==> src/rtl/multicycle_main_fsm.sv <==
// Main control sequencer for the multicycle ARMv4 core.
// Moore datapath selects, raw write requests, memory timeout, retire count.
module multicycle_main_fsm #(
   parameter int MAX_WAIT = 15,
   parameter int CNT_W    = 32
) (
   input  logic             clk,
   input  logic             reset,
   input  logic [1:0]       Op,
   input  logic [5:0]       Funct,
   input  logic             MemReady,
   output logic             IRWrite,
   output logic             NextPC,
   output logic             AdrSrc,
   output logic             ALUSrcA,
   output logic [1:0]       ALUSrcB,
   output logic [1:0]       ResultSrc,
   output logic             ALUOp,
   output logic             RegW,
   output logic             MemW,
   output logic             Branch,
   output logic             InstrDone,
   output logic [CNT_W-1:0] InstrCount,
   output logic             Fault
);

   typedef enum logic [3:0] {
      FETCH, DECODE, MEMADR, MEMREAD, MEMWB, MEMWRITE,
      EXECUTER, EXECUTEI, ALUWB, BRANCH, FAULT
   } state_t;

   localparam logic [7:0] WAIT_LAST = 8'(MAX_WAIT - 1);

   state_t           state_q, state_d;
   logic [7:0]       wait_q, wait_d;
   logic [CNT_W-1:0] cnt_q, cnt_d;
   logic             mem_state, mem_wait, timeout, done;

   // Only I and L/S are decoded here; the ALU decoder handles the rest.
   logic unused_funct;
   assign unused_funct = ^Funct[4:1];

   assign mem_state = (state_q == FETCH) || (state_q == MEMREAD) ||
                      (state_q == MEMWRITE);
   assign mem_wait  = mem_state && !MemReady;
   assign timeout   = mem_wait && (wait_q == WAIT_LAST);

   always_comb begin
      state_d   = state_q;
      IRWrite   = 1'b0;
      NextPC    = 1'b0;
      AdrSrc    = 1'b0;
      ALUSrcA   = 1'b0;
      ALUSrcB   = 2'b00;
      ResultSrc = 2'b00;
      ALUOp     = 1'b0;
      RegW      = 1'b0;
      MemW      = 1'b0;
      Branch    = 1'b0;
      Fault     = 1'b0;
      unique case (state_q)
         FETCH: begin
            ALUSrcA   = 1'b1;
            ALUSrcB   = 2'b10;
            ResultSrc = 2'b10;
            IRWrite   = MemReady;
            NextPC    = MemReady;
            if (MemReady)     state_d = DECODE;
            else if (timeout) state_d = FAULT;
         end
         DECODE: begin
            ALUSrcA   = 1'b1;
            ALUSrcB   = 2'b10;
            ResultSrc = 2'b10;
            unique case (Op)
               2'b00:   state_d = Funct[5] ? EXECUTEI : EXECUTER;
               2'b01:   state_d = MEMADR;
               2'b10:   state_d = BRANCH;
               default: state_d = FETCH;
            endcase
         end
         MEMADR: begin
            ALUSrcB = 2'b01;
            state_d = Funct[0] ? MEMREAD : MEMWRITE;
         end
         MEMREAD: begin
            AdrSrc = 1'b1;
            if (MemReady)     state_d = MEMWB;
            else if (timeout) state_d = FAULT;
         end
         MEMWB: begin
            ResultSrc = 2'b01;
            RegW      = 1'b1;
            state_d   = FETCH;
         end
         MEMWRITE: begin
            AdrSrc = 1'b1;
            MemW   = 1'b1;
            if (MemReady)     state_d = FETCH;
            else if (timeout) state_d = FAULT;
         end
         EXECUTER: begin
            ALUOp   = 1'b1;
            state_d = ALUWB;
         end
         EXECUTEI: begin
            ALUSrcB = 2'b01;
            ALUOp   = 1'b1;
            state_d = ALUWB;
         end
         ALUWB: begin
            RegW    = 1'b1;
            state_d = FETCH;
         end
         BRANCH: begin
            ALUSrcB   = 2'b01;
            ResultSrc = 2'b10;
            Branch    = 1'b1;
            state_d   = FETCH;
         end
         default: begin
            Fault = 1'b1;
         end
      endcase

      done = (state_d == FETCH) && (state_q != FETCH) &&
             (state_q != FAULT);

      if (reset) begin
         IRWrite = 1'b0;
         NextPC  = 1'b0;
         RegW    = 1'b0;
         MemW    = 1'b0;
         Branch  = 1'b0;
         done    = 1'b0;
      end
      InstrDone = done;

      // A fresh entry into a waiting state restarts its timeout window.
      if ((state_d != state_q) && ((state_d == FETCH) ||
          (state_d == MEMREAD) || (state_d == MEMWRITE)))
         wait_d = 8'd0;
      else if (mem_wait)
         wait_d = wait_q + 8'd1;
      else
         wait_d = wait_q;

      cnt_d = done ? cnt_q + CNT_W'(1) : cnt_q;
   end

   always_ff @(posedge clk) begin
      if (reset) begin
         state_q <= FETCH;
         wait_q  <= 8'd0;
         cnt_q   <= '0;
      end else begin
         state_q <= state_d;
         wait_q  <= wait_d;
         cnt_q   <= cnt_d;
      end
   end

   assign InstrCount = cnt_q;

endmodule

==> config.mk <==
export PLATFORM = sky130hd
export DESIGN_NAME = multicycle_main_fsm
export DESIGN_NICKNAME = d
export VERILOG_FILES = /design/src/rtl/multicycle_main_fsm.sv
export SDC_FILE = /design/constraint.sdc
export NUM_CORES = 1
export LEC_CHECK = 0
export BUFFER_PORTS_ARGS = -buffer_cell sky130_fd_sc_hd__buf_4
export CAP_MARGIN = 0
export CORE_MARGIN = 2
export CORE_UTILIZATION = 45
export DETAILED_ROUTE_END_ITERATION = 10
export PLACE_DENSITY_LB_ADDON = 0.15
export REMOVE_ABC_BUFFERS = 1
export SYNTH_ARGS = -nofsm -noshare
export SYNTH_HDL_FRONTEND = slang
export SYNTH_SLANG_ARGS = --single-unit
export TNS_END_PERCENT = 1
==> constraint.sdc <==
create_clock -name clk -period 4.9 [get_ports clk]
set_input_delay 0.98 -clock clk [delete_from_list [all_inputs] [get_ports clk]]
set_output_delay 0.98 -clock clk [all_outputs]
set_load 0.05 [all_outputs]
# --- Yosys cells after proc, flatten, opt, wreduce, memory -nomap -nowiden ---
# Cells that the tools add are included.
classes:
  n_bitwise: 0
  shift: 0
  multipliers: 0
  n_reduce_logical: 23
  eq_ne: 16
  n_lt_le_gt_ge: 0
  n_mux: 23
  addsub: 2
  div: 0
ops:
  columns: ["cell", "n"]
  rows:
  - ["32-bit by 1-bit adder with 32-bit output, second input constant", 1]
  - ["4-bit case mux with 7 select lines", 1]
  - ["4-bit by 3-bit == test with 1-bit output, second input constant", 5]
  - ["4-bit two-way mux", 4]
  - ["1-bit two-way mux", 14]
  - ["4-bit by 2-bit == test with 1-bit output, second input constant", 3]
  - ["4-bit case mux with 3 select lines", 1]
  - ["10-bit OR reduction", 1]
  - ["2-bit OR reduction", 5]
  - ["3-bit OR reduction", 3]
  - ["8-bit by 1-bit adder with 8-bit output, second input constant", 1]
  - ["4-bit == test, second input constant", 2]
  - ["8-bit by 4-bit == test with 1-bit output, second input constant", 1]
  - ["4-bit zero test", 2]
  - ["2-bit case mux with 2 select lines", 2]
  - ["1-bit logical AND", 5]
  - ["4-bit by 1-bit == test with 1-bit output, second input constant", 1]
  - ["1-bit logical OR", 4]
  - ["4-bit inequality test", 1]
  - ["4-bit inequality test, second input constant", 1]
  - ["4-bit nonzero test", 1]
  - ["3-bit two-way mux", 1]
  - ["2-bit by 1-bit == test with 1-bit output, second input constant", 1]
  - ["2-bit == test, second input constant", 1]
  - ["2 further kinds", 2]
totals:
  out_inout_bits: 46
  latchBits: 0
  inputBits: 11
  mem_bits_rw: 0
  memories: 0
  mem_bits_ro: 0
  ff_bits: 44
  elab_cells: 67

# --- Longest topological paths before layout ---
# Gate-level depths: netlist of run 1.
logic_depth:
  depth_word: 13
  depth_mapped: 10
  ltp_nobuf: 8

# --- Least setup slack after synthesis of run 1 ---
# OpenSTA, ideal clock, no wires.
synth_path:
  path_type: "input to output"
  start: "input port reset"
  end: "output port RegW"
  arrival_time_ns: 3.737
  stages: 3
  slack_ns: 0.183
  t_required_ns: 3.920
  path_buffers: 2
  path_cell_list: "clkbuf_1 clkbuf_1 a2111oi_0"
synth_via:
  elab_chain_cells: 1
synth_rtl:
  columns: ["item", "line", "text"]
  rows:
  - ["from (decl)", "8", "input logic reset,"]
  - ["1-bit two-way mux", "129", "if (reset) begin"]
  - ["to (decl)", "19", "output logic RegW,"]
# Every way passes these cells.

# --- Final worst setup path of run 1 ---
layout_path:
  start: "register state_q[2]"
  end: "output port InstrDone"
layout_via:
  elab_chain_cells: 12
  word_cells_on_any_way: 27
  classes_between: "eq/ne (10); mux (6); reduce/logical (11)"
layout_rtl:
  columns: ["item", "line", "text"]
  rows:
  - ["from (decl)", "34", "state_t state_q, state_d;"]
  - ["from (signal assigned)", "157", "state_q <= state_d;"]
  - ["4-bit by 2-bit == test with 1-bit output / 4-bit zero test (equally long branches)", "43, 61", null]
  - ["1-bit logical OR (2 in series)", "43", "assign mem_state = (state_q == FETCH) || (state_q == MEMREAD) ||"]
  - ["1-bit logical AND", "45", "assign mem_wait = mem_state && !MemReady;"]
  - ["1-bit logical AND", "46", "assign timeout = mem_wait && (wait_q == WAIT_LAST);"]
  - ["4-bit two-way mux", "69, 89, 100", null]
  - ["4-bit two-way mux (on tied branches)", "99, 68, 88", null]
  - ["4-bit case mux with 7 select lines", "61", "unique case (state_q)"]
  - ["4-bit zero test", "126", "done = (state_d == FETCH) && (state_q != FETCH) &&"]
  - ["1-bit logical AND", "126", null]
  - ["1-bit logical AND (*)", "126", null]
  - ["1-bit two-way mux (*)", "129", null]
  - ["to (decl)", "22", "output logic InstrDone,"]
# Mark *: on every way between the ends. The rest lies on a longest branch, timed or not.

==> reports/metrics.yaml, run 1 <==
global_route:
  grt_max_degree: 54
  grt_usage_pct: 21.3
  grt_pass1_wl_microns: 12700
  grt_overflow: 0
  antenna_found_initial: 0
  grt_pass1_vias: 2601
routing:
  via_per_inst: 6.06
  drt_iter0_drc: 83
  routedWlPerCell_microns: 15.6
  finalWirelength_microns: 7430
  drc_errors: 0
  route.vias.total: 2891
  drt-pass1-iter-count: 5
  final_antenna_net_count: 0
worst_setup_path:
  rrSetupSlack_ns: 1.77
  crit_type: "register to output pin"
  crit_path_start_kind: "register"
  crit_fanout: 21
  r2r_cells: 6
  endpoint_kind: "output pin"
  critPathRequiredTime_ns: 3.92
  cp.arrival_ns: 2.67
sta:
  rsz0062_at_grt: "no"
  min_period_over_period_pct: 74.4
  final_max_slew_viol_count: 0
  finalCriticalPeriod_ns: 3.65
  hold_violations: 0
  worstMarginPinSlew_ns: 1.09
  setup_viol: 0
  fmax_mhz: 274
  fin_tns_setup_ns: 0
  slew_headroom_pct: 26.6
  timing.hold.ws_ns: 0.477
  skew_ns: 0.00948
power_and_ir_drop:
  power.density_nw_per_um2: 269
  ir_drop_mv: 0.157
  power_leakage_nw: 1.14
  total_power_w: 0.000905
layout:
  nNetsFinal: 413
  num_antenna_cells: 0
  drive_above_1_share_pct: 21.8
  fillCellCount: 619
  area_growth_pct: 15.4
synthesis:
  ys_ff_latch: 44
  synthFlopType: "dfxtp_1"
  synth_area_sq_um: 2920
  syn_avg_cell_area_sq_um: 7.90
  yosysMostFrequentCell: "dfxtp_1"
  yosys-top-cells-count: "dfxtp_1, nor2_1, a21oi_1"
  synth_area_leader_cell: "dfxtp_1"
  synthArstFlopShare_pct: 0
  syn_inst: 369
  ys_types: 58
  synth_enable_flop_cells: 0
  synth_seq_area_share_pct: 30.2
  synthTopCellsByArea: "dfxtp_1, or4_1, nand4_1, a21oi_1, nor2_1"
  synth_top_area_share_pct: 30.2
  yosysWarnings: 0
floorplan:
  io_pins: 57
  die_h_microns: 84.5
  die_w_microns: 84.5
  row_count: 29
  dieArea_sq_um: 7140
  core_sq_um: 6310
  initial_core_util_pct: 46.2
cts:
  cts_hold_buf: 0
  postCtsSetupBuffers: 0
  cts.sinks: 44
  cts_resized: 0
  cts_tree: "built"
  clk-insertion-delay-late_ns: 0.30
  clockBufferDepth: 2
  clock-root-buffer: "clkbuf_8"
  numCtsBuffers: 5
  cts_max_level: 2
  clk_pin_slew_worst_paths_ns: 0.09
placed_design:
  portBuffers: 52
  gp_congestion: 0.830
  dpl.hpwl_microns: 4990
worst_hold_path:
  holdPathStages: 2
  min_path_type: "register to register"
flow_run:
  maxCapViolCount: 0
outcome:
  status: "finished, final reports clean"
-- worst max-delay path, stage by stage (launching register included) --
cell and delay, ns:
dfxtp_1 0.77, xnor2_1 0.19, a22oi_2 0.55, o2111a_1 0.32, o21ai_2 0.07, nor2_1 0.22, buf_4 0.25
-- area by class of cell --
class,instances,area [sq um],area share [%]
clock buffers,6,82.6,2.45
repair buffers,55,413,12.3
multi-input cells,279,1830,54.4
clock inverters,2,10.0,0.297
flip-flops and latches,44,881,26.2
inverters,14,52.6,1.56
well taps,77,96.3,2.86
-- placed cells by master (no fill, tap or decap), types with 6 or more instances in the layout --
master / n
or4_1: 20
mux2_2: 9
a21oi_1: 26
nor3_1: 14
clkbuf_8: 6
a211oi_1: 10
buf_4: 55
nand2_1: 16
nand4_1: 22
inv_1: 14
o31ai_1: 15
nor4_1: 11
nand3_1: 14
and3_1: 6
xnor2_1: 10
nor2_1: 29
nor2b_1: 7
dfxtp_1: 44
-- power by group --
group          switching [W]  total (W)  internal, W
Clock               0.000125   0.000238     0.000113
Sequential         0.0000189   0.000385     0.000366
Combinational       0.000204   0.000282    0.0000787
Total               0.000347   0.000905     0.000557
-- layer usage --
metal	track usage [%]	routed length, microns	vias to the layer above
met4	5.92	91	0
met5	0	0	-
met3	3.74	330	7
met2	33.6	3390	59
li1	-	-	1455
met1	30.2	3610	1370
-- registers in the layout (all words and copies together), names as in the netlist --
signal / count
wait_q: 8
InstrCount: 32
state_q: 4
-- metrics by stage --
step                      area, sq um  std cells  setup slack (ns)  util (%)
after global placement           3270        469              1.30      51.8
final                            3370        477              1.25      53.3
after global routing             3370        477             0.989      53.3
after floorplan                  2760        337            0.0657         -
after detailed placement         3270        469              1.31      51.8
after CTS                        3370        477              1.24      53.3
-- final timing paths --
path,startpoint,endpoint
setup / recovery,state_q[2],InstrDone
hold / removal,InstrCount[31],InstrCount[31]
setup reg to reg,state_q[2],wait_q[2]
hold reg to reg,InstrCount[31],InstrCount[31]
-- cells by family after synthesis --
family | Yosys count | synth area share (%)
AO/OA/AOI/OAI | 84 | 19.6
XOR/XNOR | 11 | 3.30
adder cells (fa/ha/maj) | 3 | 1.29
buffers and inverters | 46 | 7.25
flip-flops | 44 | 30.2
multiplexers | 11 | 4.16
AND/OR/NAND/NOR | 170 | 34.1
(Power assumes the default switching activity.)
==> run 2: changes to the inputs <==
==> constraint.sdc (replaced) <==
create_clock -name clk -period 2.9 [get_ports clk]
set_input_delay 0.58 -clock clk [delete_from_list [all_inputs] [get_ports clk]]
set_output_delay 0.58 -clock clk [all_outputs]
set_load 0.05 [all_outputs]
==> run 2 against run 1 <==
Effect of this change: die area unchanged; non-clock buffer count up 19; via count rose by 3.3%; design area increased by 5.9%; sequential cell count stayed put; critical endpoint unchanged; largest cell class unchanged; largest power group unchanged.
==> reports/metrics.yaml, run 2 (synthesis gave the netlist of run 1 again) <==
worst_setup_path:
  cp_top_family: "simple AND/OR/NAND/NOR gates"
  cp.arrival_ns: 2.20
  critPathRequiredTime_ns: 2.32
  crit_buf_inv: 2
  path_depth: 7
  endpoint_kind: "output pin"
  crit_fanout: 12
  crit_path_start_kind: "register"
  crit_slowest_cell: "or3b_2"
  crit_type: "register to output pin"
  r2r_cells: 7
  worstPathCellList: "buf_4, or3b_2, a21oi_1, nor3_2, o21ai_2, nor2_2, buf_6"
  cp_slowest_stage_delay_ns: 0.47
routing:
  route.vias.total: 2985
  finalWirelength_microns: 7900
  final_antenna_net_count: 0
  met3_length_microns: 387
  routed-wl-met2_microns: 3760
  drt-pass1-iter-count: 5
  wl_met1_microns: 3660
  drc_errors: 0
  via_per_inst: 6.02
  drt_iter0_drc: 146
  routed.top_layer: "met4"
  routedWlPerCell_microns: 15.9
floorplan:
  die_w_microns: 84.5
  row_count: 29
  dieArea_sq_um: 7140
  core_sq_um: 6310
  die_h_microns: 84.5
  io_pins: 57
  initial_core_util_pct: 46.2
layout:
  final_cell_mix: "buf_4, dfxtp_1, nor2_1"
  final_area_sq_um: 3560
  final_util_pct: 56.5
  drive_above_1_share_pct: 26.5
  largest_reg_flops: 32
  num_antenna_cells: 0
  layout_commonest_cell: "buf_4"
  nNetsFinal: 432
  fillCellCount: 628
  area_growth_pct: 22.2
cts:
  numCtsBuffers: 5
  cts_tree: "built"
  cts.sinks: 44
  clockBufferDepth: 2
  clock-root-buffer: "clkbuf_8"
  cts_max_level: 2
  clk-insertion-delay-late_ns: 0.30
  clk_pin_slew_worst_paths_ns: 0.08
sta:
  final_max_slew_viol_count: 0
  skew_ns: 0.00579
  worstMarginPinSlew_ns: 0.607
  rsz0062_at_grt: "no"
  fmax_mhz: 359
  setup_viol: 0
  slew_headroom_pct: 59.1
  finalCriticalPeriod_ns: 2.78
  min_period_over_period_pct: 96.0
  hold_violations: 0
global_route:
  grt_overflow: 0
  grt_pass1_vias: 2593
  antenna_found_initial: 0
  grt_max_degree: 39
  grt_pass1_wl_microns: 12800
  grt_usage_pct: 21.6
worst_hold_path:
  holdPathStages: 2
  min_path_type: "register to register"
placed_design:
  portBuffers: 52
  dpl.hpwl_microns: 5620
  place_area_sq_um: 3420
  gp_congestion: 0.875
outcome:
  status: "finished, final reports clean"
power_and_ir_drop:
  ir_drop_mv: 0.239
  power_leakage_nw: 1.26
  power.density_nw_per_um2: 469
flow_run:
  maxCapViolCount: 0
-- run 2: worst reg2reg max path: stages (launching register included) --
cell,delay (ns)
dfxtp_1,0.42
or4b_2,0.70
a31oi_1,0.23
o21a_1,0.41
nor2_1,0.26
a211oi_2,0.28
buf_4,0.19
a211oi_1,0.08
-- run 2: area by class of cell --
type | count | area [sq um] | area share (%)
Multi-Input combinational cell | 279 | 1850 | 52.0
Sequential cell | 44 | 883 | 24.8
Timing Repair Buffer | 74 | 572 | 16.0
Tap cell | 77 | 96.3 | 2.70
Clock buffer | 6 | 72.6 | 2.04
Inverter | 14 | 52.6 | 1.47
Clock inverter | 2 | 35.0 | 0.983
-- run 2: worst paths after layout --
check	slack, ns	from	end
worst max register to register	0.21	state_q[1]	wait_q[3]
worst max-delay path	0.12	state_q[1]	InstrDone
worst min-delay path	0.48	InstrCount[31]	InstrCount[31]
worst min register to register	0.48	InstrCount[31]	InstrCount[31]
-- run 2: power breakdown --
part | switching (W) | total [W] | internal [W]
registers | 0.0000258 | 0.000645 | 0.000619
logic | 0.000367 | 0.000555 | 0.000188
clock network | 0.000215 | 0.000471 | 0.000256
-- run 2: per-stage QoR --
stage               worst slack [ns]  instances  hold WS, ns  TNS (ns)  total power [W]
floorplan                      -1.19        337        0.520    -14.90         0.000981
detailed placement          -0.00440        487        0.476  -0.00587          0.00119
global route                 0.00488        496        0.522         0          0.00175
global placement            0.000340        487        0.464         0          0.00119
CTS                           0.0342        495        0.488         0          0.00166
finish                         0.116        496        0.481         0          0.00167
-- run 2: metal layers --
metal | up-vias | GRT usage [%]
met5 | - | 0
met4 | 0 | 5.77
met3 | 10 | 3.93
met2 | 84 | 35.2
met1 | 1390 | 29.5
li1 | 1501 | -
-- run 2: what timing repair did --
action / CTS / global route
pin swaps: 0 / 1
setup endpoints to repair: 1 / 9
hold buffers: 0 / 0
cloned: 0 / 0
resized for setup: 1 / 6
buffers inserted: 0 / 1
==> run 3: changes to the inputs <==
--- a/config.mk
+++ b/config.mk
@@ -10,7 +10,8 @@
 export CORE_MARGIN = 2
 export CORE_UTILIZATION = 45
 export DETAILED_ROUTE_END_ITERATION = 10
-export PLACE_DENSITY_LB_ADDON = 0.15
+export GPL_TIMING_DRIVEN = 0
+export PLACE_DENSITY = 0.73
 export REMOVE_ABC_BUFFERS = 1
 export SYNTH_ARGS = -nofsm -noshare
 export SYNTH_HDL_FRONTEND = slang
==> run 3 against run 2 <==
Effect of this change: clock power down 15%; die area did not move; critical path type unchanged; largest cell class unchanged; clock skew decreased by 0.0017 ns; maximum frequency decreased by 1.2%; sequential cell count unchanged; combinational power is 2% lower.
==> reports/metrics.yaml, run 3 (synthesis gave the netlist of run 1 again) <==
floorplan:
  die_h_microns: 84.5
  dieArea_sq_um: 7140
  core_sq_um: 6310
  die_w_microns: 84.5
  io_pins: 57
  row_count: 29
  initial_core_util_pct: 46.2
placed_design:
  gp_congestion: 0.877
  dpl.hpwl_microns: 5100
  portBuffers: 52
routing:
  routedWlPerCell_microns: 15.6
  final_antenna_net_count: 0
  route.vias.total: 2989
  drc_errors: 0
  drt-pass1-iter-count: 5
  via_per_inst: 6.19
  finalWirelength_microns: 7520
  drt_iter0_drc: 180
global_route:
  antenna_found_initial: 0
  grt_usage_pct: 20.7
  grt_pass1_wl_microns: 12400
  grt_pass1_vias: 2575
  grt_overflow: 0
  grt_max_degree: 54
sta:
  worstMarginPinSlew_ns: 1.05
  min_period_over_period_pct: 97.1
  slew_headroom_pct: 29.2
  final_max_slew_viol_count: 0
  finalCriticalPeriod_ns: 2.82
  rsz0062_at_grt: "yes"
  timing.hold.ws_ns: 0.497
  hold_violations: 0
  skew_ns: 0.00412
  setup_viol: 0
  fmax_mhz: 355
worst_setup_path:
  crit_buf_inv: 3
  cp_slowest_stage_delay_ns: 0.49
  cp_top_family: "compound AO/OA/AOI/OAI gates"
  critPathRequiredTime_ns: 2.32
  worstPathCellList: "xnor2_1, a22oi_2, buf_4, o2111a_1, o21ai_4, buf_16, nor2_1, buf_6"
  r2r_cells: 6
  rrSetupSlack_ns: 0.13
  crit_slowest_cell: "dfxtp_4"
  crit_fanout: 23
  r2r_end: "wait_q[4]"
  crit_type: "register to output pin"
  crit_path_start_kind: "register"
  endpoint_kind: "output pin"
  r2r-start: "state_q[1]"
  cp.arrival_ns: 2.24
cts:
  cts_tree: "built"
  clockBufferDepth: 2
  cts.sinks: 44
  cts_max_level: 2
  clk_pin_slew_worst_paths_ns: 0.08
  clock-root-buffer: "clkbuf_8"
  clk-insertion-delay-late_ns: 0.29
  numCtsBuffers: 5
worst_hold_path:
  worst_hold_path.endpoint: "InstrCount[31]"
  hp-start: "InstrCount[31]"
  min_path_type: "register to register"
  holdPathStages: 2
layout:
  drive_above_1_share_pct: 24.6
  final_util_pct: 55.7
  area_growth_pct: 20.5
  fillCellCount: 606
  nNetsFinal: 419
  layout_commonest_cell: "buf_4"
  num_antenna_cells: 0
  largest_reg_flops: 32
  final_cell_mix: "buf_4, dfxtp_1, nor2_1"
flow_run:
  maxCapViolCount: 0
outcome:
  status: "finished, final reports clean"
power_and_ir_drop:
  power_leakage_nw: 1.20
  power.density_nw_per_um2: 456
  ir_drop_mv: 0.327
[run 3: changes by cell type in the layout (fill, tap and decap cells not counted), sizes merged]
cell | before | now
buf | 74 | 61
clkbuf | 6 | 8
bufinv | 1 | 0
clkinv | 1 | 0
[run 3: timing repair]
item,in CTS,in global routing
pin swaps,2,1
hold buffers,0,0
setup endpoints to repair,38,9
setup buffers,4,3
gates resized for setup,7,10
[run 3: worst max path at each step]
| stage | startpoint | endpoint | depth (start not counted) |
|---|---|---|---|
| floorplan | state_q[2] | IRWrite | 3 |
| global placement | state_q[1] | InstrDone | 6 |
| detailed placement | state_q[1] | InstrDone | 7 |
| CTS | state_q[2] | InstrDone | 7 |
| global route | state_q[2] | InstrDone | 8 |
| finish | state_q[2] | InstrDone | 8 |
[run 3: cell type report]
| class | instances | area, sq um | share of cell area (%) |
|---|---|---|---|
| multi-input cells | 279 | 1880 | 53.4 |
| flip-flops and latches | 44 | 896 | 25.5 |
| repair buffers | 61 | 502 | 14.3 |
| well taps | 77 | 96.3 | 2.74 |
| clock buffers | 8 | 90.1 | 2.56 |
| inverters | 14 | 52.6 | 1.50 |
[run 3: report_power, final]
group / total (W) / switching [W] / internal (W) / leakage, nW
registers: 0.000661 / 0.0000422 / 0.000619 / 0.358
clock network: 0.000399 / 0.000204 / 0.000195 / 0.0455
logic: 0.000543 / 0.000354 / 0.000189 / 0.798
[run 3: tightest hold or removal path: stages, from the launching register on]
cell and delay, ns:
dfxtp_1 0.33, o31ai_1 0.06, a21oi_1 0.06
[run 3: layer usage]
layer	vias up	GRT usage (%)	part of all wire [%]
met5	-	0	0
met2	79	34.1	49
met3	6	4.23	5.9
met4	0	4.18	0.70
li1	1466	-	-
met1	1438	28.3	45
[run 3: metrics by stage]
stage	TNS, ns	total power [W]	cells	cell area, sq um	setup WS, ns
finish	0	0.00160	483	3510	0.0830
floorplan	-14.90	0.000981	337	2760	-1.19
global route	-0.0688	0.00168	483	3510	-0.0688
detailed placement	-8.62	0.00116	468	3310	-0.720
global placement	-41.22	0.00111	466	3240	-1.75
CTS	-0.0433	0.00158	480	3450	-0.0433
